## src/rtl/instr_loader.sv

```systemverilog
// instr_loader: boot-time firmware loader for the core.
//   Accepts 32-bit firmware words on a valid/ready stream and writes each one
//   into byte-addressed instruction memory as four little-endian byte writes,
//   then releases the core from reset once the image is complete.
//
// Parameters
//   ADDR_W     byte address width of the instruction memory
//   MAX_WORDS  image size limit in words (must be <= 2**(ADDR_W-2))
//   BASE_ADDR  byte address of word 0 (must be a multiple of 4)
//
// Ports
//   clk, rst             clock (rising edge), asynchronous active-high reset
//   start                1-cycle pulse, begins a new load from IDLE or DONE
//   in_valid/in_ready    stream handshake; in_data/in_last qualified by it
//   mem_we/addr/wdata    byte write port into instruction memory
//   core_rst             holds the core in reset until the image is done
//   busy, done           status: receiving/writing, image complete
//   overflow             sticky: MAX_WORDS reached without in_last
//   word_cnt             words fully written during the current load
//
// Every output is a flop; a word accepted on edge N is written on the four
// cycles that follow, and the loader is ready again (or done) on the fifth.
module instr_loader #(
    parameter int unsigned ADDR_W    = 7,
    parameter int unsigned MAX_WORDS = 32,
    parameter int unsigned BASE_ADDR = 0
) (
    input  logic                           clk,
    input  logic                           rst,
    input  logic                           start,
    input  logic                           in_valid,
    output logic                           in_ready,
    input  logic [31:0]                    in_data,
    input  logic                           in_last,
    output logic                           mem_we,
    output logic [ADDR_W-1:0]              mem_addr,
    output logic [7:0]                     mem_wdata,
    output logic                           core_rst,
    output logic                           busy,
    output logic                           done,
    output logic                           overflow,
    output logic [$clog2(MAX_WORDS+1)-1:0] word_cnt
);

    localparam int unsigned       CntW     = $clog2(MAX_WORDS + 1);
    localparam logic [ADDR_W-1:0] BaseAddr = ADDR_W'(BASE_ADDR);
    localparam logic [CntW-1:0]   CntMax   = CntW'(MAX_WORDS);
    localparam logic [CntW-1:0]   CntOne   = CntW'(1);

    typedef enum logic [1:0] {StIdle, StRecv, StWrite, StDone} state_e;

    state_e            state_q, state_d;
    logic [1:0]        byte_q, byte_d;
    logic [31:0]       data_q, data_d;
    logic              last_q, last_d;
    logic [CntW-1:0]   cnt_q, cnt_d;
    logic              ovf_q, ovf_d;
    logic              we_d;
    logic [ADDR_W-1:0] addr_d;
    logic [7:0]        wdata_d;

    always_comb begin
        state_d = state_q;
        byte_d  = byte_q;
        data_d  = data_q;
        last_d  = last_q;
        cnt_d   = cnt_q;
        ovf_d   = ovf_q;
        we_d    = 1'b0;
        addr_d  = mem_addr;
        wdata_d = mem_wdata;

        unique case (state_q)
            StIdle, StDone: begin
                if (start) begin
                    state_d = StRecv;
                    cnt_d   = '0;
                    ovf_d   = 1'b0;
                end
            end
            StRecv: begin
                if (in_valid && in_ready) begin
                    state_d = StWrite;
                    data_d  = in_data;
                    last_d  = in_last;
                    byte_d  = 2'd0;
                    // First byte goes out on the very next cycle.
                    we_d    = 1'b1;
                    addr_d  = BaseAddr + ADDR_W'({cnt_q, 2'b00});
                    wdata_d = in_data[7:0];
                end
            end
            StWrite: begin
                if (byte_q == 2'd3) begin
                    cnt_d = cnt_q + CntOne;
                    if (last_q) begin
                        state_d = StDone;
                    end else if (cnt_q + CntOne == CntMax) begin
                        state_d = StDone;
                        ovf_d   = 1'b1;
                    end else begin
                        state_d = StRecv;
                    end
                end else begin
                    byte_d  = byte_q + 2'd1;
                    we_d    = 1'b1;
                    addr_d  = mem_addr + ADDR_W'(1);
                    wdata_d = data_q[{byte_q + 2'd1, 3'b000} +: 8];
                end
            end
            default: state_d = StIdle;
        endcase
    end

    always_ff @(posedge clk or posedge rst) begin
        if (rst) begin
            state_q   <= StIdle;
            byte_q    <= 2'd0;
            data_q    <= '0;
            last_q    <= 1'b0;
            cnt_q     <= '0;
            ovf_q     <= 1'b0;
            mem_we    <= 1'b0;
            mem_addr  <= '0;
            mem_wdata <= '0;
            in_ready  <= 1'b0;
            busy      <= 1'b0;
            done      <= 1'b0;
            core_rst  <= 1'b1;
        end else begin
            state_q   <= state_d;
            byte_q    <= byte_d;
            data_q    <= data_d;
            last_q    <= last_d;
            cnt_q     <= cnt_d;
            ovf_q     <= ovf_d;
            mem_we    <= we_d;
            mem_addr  <= addr_d;
            mem_wdata <= wdata_d;
            // Status flops are decoded from the next state so they line up
            // with state_q rather than lagging it by a cycle.
            in_ready  <= (state_d == StRecv);
            busy      <= (state_d == StRecv) || (state_d == StWrite);
            done      <= (state_d == StDone);
            core_rst  <= (state_d != StDone);
        end
    end

    assign word_cnt = cnt_q;
    assign overflow = ovf_q;

endmodule

```

## config.mk

```make
export PLATFORM = sky130hd
export DESIGN_NAME = instr_loader
export DESIGN_NICKNAME = d
export VERILOG_FILES = /design/src/rtl/instr_loader.sv
export SDC_FILE = /design/constraint.sdc
export NUM_CORES = 1
export LEC_CHECK = 0
export BUFFER_PORTS_ARGS = -buffer_cell sky130_fd_sc_hd__buf_2
export CAP_MARGIN = 5
export CORE_MARGIN = 2
export CORE_UTILIZATION = 50
export CTS_CLUSTER_DIAMETER = 100
export DETAILED_ROUTE_END_ITERATION = 8
export PLACE_DENSITY = 0.73
export SLEW_MARGIN = 20
export SYNTH_ARGS = -nofsm -noshare
export SYNTH_HDL_FRONTEND = slang
export SYNTH_SLANG_ARGS = --single-unit
```

## constraint.sdc

```tcl
create_clock -name clk -period 3.7 [get_ports clk]
set_clock_uncertainty 0.05 [all_clocks]
set_input_delay 1.11 -clock clk [delete_from_list [all_inputs] [get_ports clk]]
set_output_delay 1.11 -clock clk [all_outputs]
set_load 0.005 [all_outputs]
```

==> flow_metrics.tcl, run 1 <==
set metrics [dict create \
    worstMarginPinSlew_ps 636 \
    die_y_um 81.9 \
    ys_warn_count 0 \
    antenna_found_initial 0 \
    cts_tree "done" \
    dieArea_um2 6700 \
    synthSimpleGateAreaFrac 0.110 \
    routabilityCongestion 0.818 \
    crit_path_end_kind "flip-flop" \
    synth_xor_area_frac 0.00289 \
    min_from "mem_wdata[6]$_DFFE_PP0P_" \
    relSlewSlack 0.576 \
    critPathMaxStageDelay_ps 560 \
    post_cts_buffers 0 \
    max_cap_viol_count 0 \
    grt_pass1_wl_um 10000 \
    syn_avg_cell_area_um2 12.0 \
    async_reset_ff_frac 1.00 \
    dp_hpwl_um 4460 \
    flow.area_growth_from_synthesis_pct 21.3 \
    ys.flop_type "dfrtp_1" \
    cp_num_buf_inv 2 \
    wl_per_cell_um 15.4 \
    rrSetupSlack_ps 1200 \
    io_pins 64 \
    max_freq_mhz 400 \
    antenna_cells 0 \
    synth_cell_types 40 \
    synth-seq-cells 64 \
    postCtsHoldBufs 0 \
    fin_ws_ps 1200 \
    min_period_ps 2500 \
    crit_chain "inv_1 -> ha_1 -> buf_4 -> a31oi_1 -> o31ai_1 -> ha_1" \
    grt_max_degree 28 \
    worst-endpoint-required_ps 3880 \
    peakVddDrop_mv 0.562 \
    vias_per_cell 5.48 \
    worst_path_most_repeated_cell "ha_1" \
    htreeDepth 3 \
    overflow 0 \
    tns_ps 0 \
    drt_wl_total_um 6140 \
    clkTransAtPathRegs_ps 70 \
    muxShareOfSynthArea 0.212 \
    cts_buffers 9 \
    initial_core_util 0.515 \
    mostFrequentLayoutCells "dfrtp_1, buf_2, mux2_2, nand2_1, o21ai_0" \
    total_power_mw 3.16 \
    drv_slew 0 \
    track_usage 0.203 \
    worstPathArrival_ps 2680 \
    whs_ps 425 \
    hold_depth 2 \
    synthesis.area_um2 3030 \
    synth-compound-area-share 0.0850 \
    dieWidth_um 81.9 \
    worstReg2RegEnd "busy$_DFF_PP0_" \
    synth-adder-area-share 0.0330 \
    clock_sinks 64 \
    fin_crit_sh 0.676 \
    drtIter0Drc 97 \
    vias 2186 \
    clkLatencyLatePin_ps 350 \
    hp-class "flip-flop to flip-flop" \
    power-per-cell-area_nw_per_um2 861 \
    synth_edf_count 0 \
    clk_path_buf_depth 2 \
    antenna_left 0 \
    setup.worst_path.start_class "flip-flop" \
    setup_viol 0 \
    dp_slack_ps 1130 \
    reg2reg_depth 6 \
    cpLargestDelayFamily "adder cells" \
    p_leak_nw 1.74 \
    cp_max_fo 17 \
    hold_viol 0 \
    drc 0 \
    nets 364 \
    grt_pass1_vias 2135 \
    row_count 28 \
    yosysSeqAreaShare 0.529 \
    hold_path_end "mem_wdata[6]$_DFFE_PP0P_" \
    dr.pass1.iters 4 \
    setup.worst_path.class "flip-flop to flip-flop" \
    r2r_start "state_q[0]$_DFF_PP0_" \
    numPortBuffers 63 \
    outcome "completed" \
    drive_above_1_share 0.401 \
    synth_cells 252 \
    crit_slowest_cell "ha_1" \
    synth_top_family_by_area "multiplexers" \
    cts-root-buf "clkbuf_8" \
    synth_nets 297 \
    cts_resized 0 \
    grt_setup_unrepaired "false" \
    coreArea_um2 5890 \
]
state kept, by name, indices dropped and copies added, names as in the netlist:
name and count:
word_cnt 6, overflow 1, in_ready 1, core_rst 1, mem_wdata 8, mem_we 1
byte_q 2, last_q 1, state_q 2, data_q 32, done 1, mem_addr 7
busy 1
where the power goes:
| part | total [mW] | internal (mW) | leakage, nW | switching, mW |
|---|---|---|---|---|
| combinational | 1.16 | 0.595 | 0.811 | 0.568 |
| clock | 0.757 | 0.483 | 0.126 | 0.274 |
| sequential | 1.24 | 1.02 | 0.807 | 0.228 |
final cells by class:
class / instances / area, um2
multi-input cells: 169 / 1340
clock buffers: 11 / 151
fillers: 496 / 2210
flip-flops and latches: 64 / 1600
inverters: 6 / 22.5
well taps: 75 / 93.8
repair buffers: 69 / 360
clock inverters: 5 / 103
Yosys cell counts (all sizes together), types with 2 or more instances:
master,n,area share
mux4,8,0.059
o31ai,2,0.0050
and2,2,0.0041
o211ai,3,0.0074
nand3,7,0.012
nand3b,3,0.0074
nand2b,5,0.011
and3,3,0.0062
mux2i,8,0.026
ha,8,0.033
a21oi,6,0.0099
or4,2,0.0050
nor2,9,0.011
dfrtp,63,0.52
nand2,32,0.040
inv,6,0.0074
buf,12,0.020
nand4,2,0.0041
mux2,34,0.13
o21ai,18,0.030
worst min-delay path: stages, from the launching register on:
cell	delay [ps]
dfrtp_1	340
nand2_1	40
o21ai_0	50
per-stage QoR:
stage | instance area, um2 | instances | utilization
6_report | 3680 | 399 | 0.625
5_1_grt | 3680 | 399 | 0.625
4_1_cts | 3680 | 399 | 0.625
3_5_place_dp | 3420 | 383 | 0.581
3_3_place_gp | 3420 | 383 | 0.581
2_1_floorplan | 3030 | 252 | -
worst max-delay path by stage:
stage / to / from / slack (ps) / depth (start not counted)
finish: busy$_DFF_PP0_ / state_q[0]$_DFF_PP0_ / 1200 / 6
global route: busy$_DFF_PP0_ / state_q[0]$_DFF_PP0_ / 990 / 6
CTS: busy$_DFF_PP0_ / state_q[0]$_DFF_PP0_ / 1190 / 6
detailed placement: busy$_DFF_PP0_ / in_valid / 1130 / 6
global placement: busy$_DFF_PP0_ / in_valid / 1210 / 6
floorplan: busy$_DFF_PP0_ / rst / 940 / 1
cells by family after synthesis:
group | Yosys count
compound gates | 41
xor+xnor | 1
fa+ha+maj | 8
buf+inv | 19
flops | 64
mux | 50
simple gates | 69
routing by layer:
layer | GRT usage | share of wire
met3 | 0.0396 | 0.054
met1 | 0.270 | 0.45
met2 | 0.320 | 0.47
met5 | 0 | 0
met4 | 0.0950 | 0.019
(Power assumes the default switching activity.)
==> inputs of run 2 (changes only) <==
- ABC_AREA: default -> 1
- CORE_UTILIZATION: 50 -> 49
- PLACE_DENSITY: 0.73 -> 0.75
- clock period: 3.7 -> 2.3 ns (I/O delays scaled with it)
==> run 2 against run 1 <==
Final area is 0.24% higher. Count of clock-buffer cells in the layout rose by 2. Sequential share of layout area is 0.10 points lower. Setup slack worse by 930 ps. Total power increased by 58%. Final cell count grew 16%.
==> flow_metrics.tcl, run 2 <==
set metrics [dict create \
    outcome "completed" \
    clock_sinks 64 \
    synth_xor_area_frac 0.00571 \
    die_y_um 83.1 \
    htreeDepth 3 \
    synthesis.area_um2 3070 \
    yosysSeqAreaShare 0.523 \
    drc 0 \
    worstMarginPinSlew_ps 547 \
    initial_core_util 0.512 \
    layout.cells.non_filler 462 \
    coreArea_um2 5990 \
    io_pins 64 \
    fin_area_um2 3680 \
    drv_slew 0 \
    ys.flop_type "dfrtp_1" \
    synth-adder-area-share 0.0326 \
    vias 2479 \
    worstPathArrival_ps 2200 \
    hp-class "input port to asynchronous set/reset pin" \
    cp_num_buf_inv 2 \
    fin_crit_sh 0.882 \
    top_regs "data_q x32, mem_wdata x8, mem_addr x7" \
    mostFrequentLayoutCells "dfrtp_1, buf_2, nand2_1, mux2_2" \
    worstReg2RegEnd "busy$_DFF_PP0_" \
    post_cts_buffers 0 \
    dieArea_um2 6910 \
    synthSimpleGateAreaFrac 0.130 \
    peakVddDrop_mv 0.586 \
    rrSetupSlack_ps 270 \
    antenna_cells 0 \
    min_period_ps 2030 \
    cts_resized 0 \
    clkLatencyLatePin_ps 340 \
    cts-root-buf "clkbuf_8" \
    synth_top_family_by_area "compound AO/OA/AOI/OAI gates" \
    hold_viol 0 \
    multi_input_area_um2 1280 \
    row_count 28 \
    postCtsHoldBufs 0 \
    drtIter0Drc 128 \
    max_cap_viol_count 0 \
    dr.pass1.iters 4 \
    r2r_start "state_q[0]$_DFF_PP0_" \
    total_power_mw 5.00 \
    crit_chain "inv_1 -> ha_1 -> inv_2 -> or2_4 -> o22ai_1 -> o21ai_0 -> ha_1" \
    largest_register_ffs 32 \
    clk_path_buf_depth 2 \
    drt_wl_total_um 6770 \
    power-per-cell-area_nw_per_um2 1360 \
    grt_setup_unrepaired "false" \
    crit_path_end_kind "flip-flop" \
    track_usage 0.215 \
    numPlacedInstances 446 \
    drive_above_1_share 0.333 \
    flow.area_growth_from_synthesis_pct 20.2 \
    grt_pass1_wl_um 11800 \
    synth-compound-area-share 0.140 \
    dieWidth_um 83.1 \
    dp_hpwl_um 4660 \
    worst-endpoint-required_ps 2470 \
    nets 427 \
    cp_max_fo 5 \
    setup.worst_path.class "flip-flop to flip-flop" \
    reg2reg_depth 7 \
    cts_buffers 9 \
    synth_largest_area_cell "dfrtp_1" \
    synth-seq-cells 64 \
    synth_cell_types 32 \
    async_reset_ff_frac 1.00 \
    synth_top_area_share 0.514 \
    synth.most_common_cell "dfrtp_1" \
    synth_cells 315 \
    seq_area_um2 1600 \
    antenna_found_initial 0 \
    relSlewSlack 0.635 \
    worst_path_most_repeated_cell "ha_1" \
    grt_pass1_vias 2508 \
    crit_slowest_cell "ha_1" \
    max_freq_mhz 493 \
    postLayoutCoreUtil 0.615 \
    dpl_cell_area_um2 3470 \
    overflow 0 \
    setup.worst_path.start_class "flip-flop" \
    setup_viol 0 \
    synth_area_leaders "dfrtp_1, mux2_2, nand2_1" \
    clkTransAtPathRegs_ps 70 \
    critPathMaxStageDelay_ps 390 \
    regMostFlops "data_q" \
    p_leak_nw 1.81 \
    ys_warn_count 0 \
    numPortBuffers 63 \
    grt_max_degree 49 \
    routabilityCongestion 0.817 \
    wl_per_cell_um 14.6 \
    syn_avg_cell_area_um2 9.74 \
    antenna_left 0 \
    tns_ps 0 \
    synthTopCellsByCount "dfrtp_1, nand2_1, mux2_2" \
    fillers 517 \
    synth_edf_count 0 \
    synth_nets 360 \
    cpLargestDelayFamily "adder cells" \
    cts_tree "done" \
    vias_per_cell 5.37 \
    muxShareOfSynthArea 0.110 \
]
==> run 2: stage by stage <==
step	hold slack, ps	worst slack (ps)
floorplan	407	477
global placement	418	411
detailed placement	424	306
CTS	296	291
global route	330	83.3
finish	296	271
==> run 2: logic make-up (layout without fill, tap and decap cells) <==
| group | after synthesis | count (layout) |
|---|---|---|
| and+or+nand+nor | 94 | 94 |
| xor gates and xnor gates | 2 | 2 |
| DFF | 64 | 64 |
| muxes | 30 | 30 |
| buffers and inverters | 40 | 112 |
| AOI/OAI and AO/OA | 77 | 77 |
| adders and majority gates | 8 | 8 |
==> run 2: power breakdown <==
part / switching [mW] / internal (mW)
sequential: 0.282 / 1.62
clock: 0.410 / 0.640
combinational: 1.16 / 0.894
total: 1.85 / 3.15
==> run 2: worst register-to-register path: stages (launching register included) <==
cell and delay (ps):
dfrtp_1 380, inv_1 80, ha_1 390, inv_2 70, or2_4 240, o22ai_1 140
o21ai_0 220, ha_1 340
==> run 2: worst max path at each step <==
stage                                 start             end  slack [ps]  cells after the start
floorplan              state_q[0]$_DFF_PP0_  busy$_DFF_PP0_         480                      7
global placement    word_cnt[0]$_DFFE_PP0P_  busy$_DFF_PP0_         410                     13
detailed placement     state_q[0]$_DFF_PP0_  busy$_DFF_PP0_         310                      7
CTS                    state_q[0]$_DFF_PP0_  busy$_DFF_PP0_         290                      7
global route        word_cnt[1]$_DFFE_PP0P_  busy$_DFF_PP0_          80                     13
finish                 state_q[0]$_DFF_PP0_  busy$_DFF_PP0_         270                      7
==> run 2: cell type report <==
class | count | area share
Multi-Input combinational cell | 211 | 0.348
Tap cell | 75 | 0.0255
Timing Repair Buffer | 69 | 0.105
Sequential cell | 64 | 0.435
Inverter | 27 | 0.0285
Clock buffer | 13 | 0.0404
Clock inverter | 3 | 0.0177
==> run 2: per-layer routing <==
layer  up-vias  track usage  routed length (um)
met4         0        0.110                 128
li1       1208            -                   -
met2        70        0.339                3290
met3         9       0.0437                 303
met1      1192        0.282                3040
met5         -            0                   0
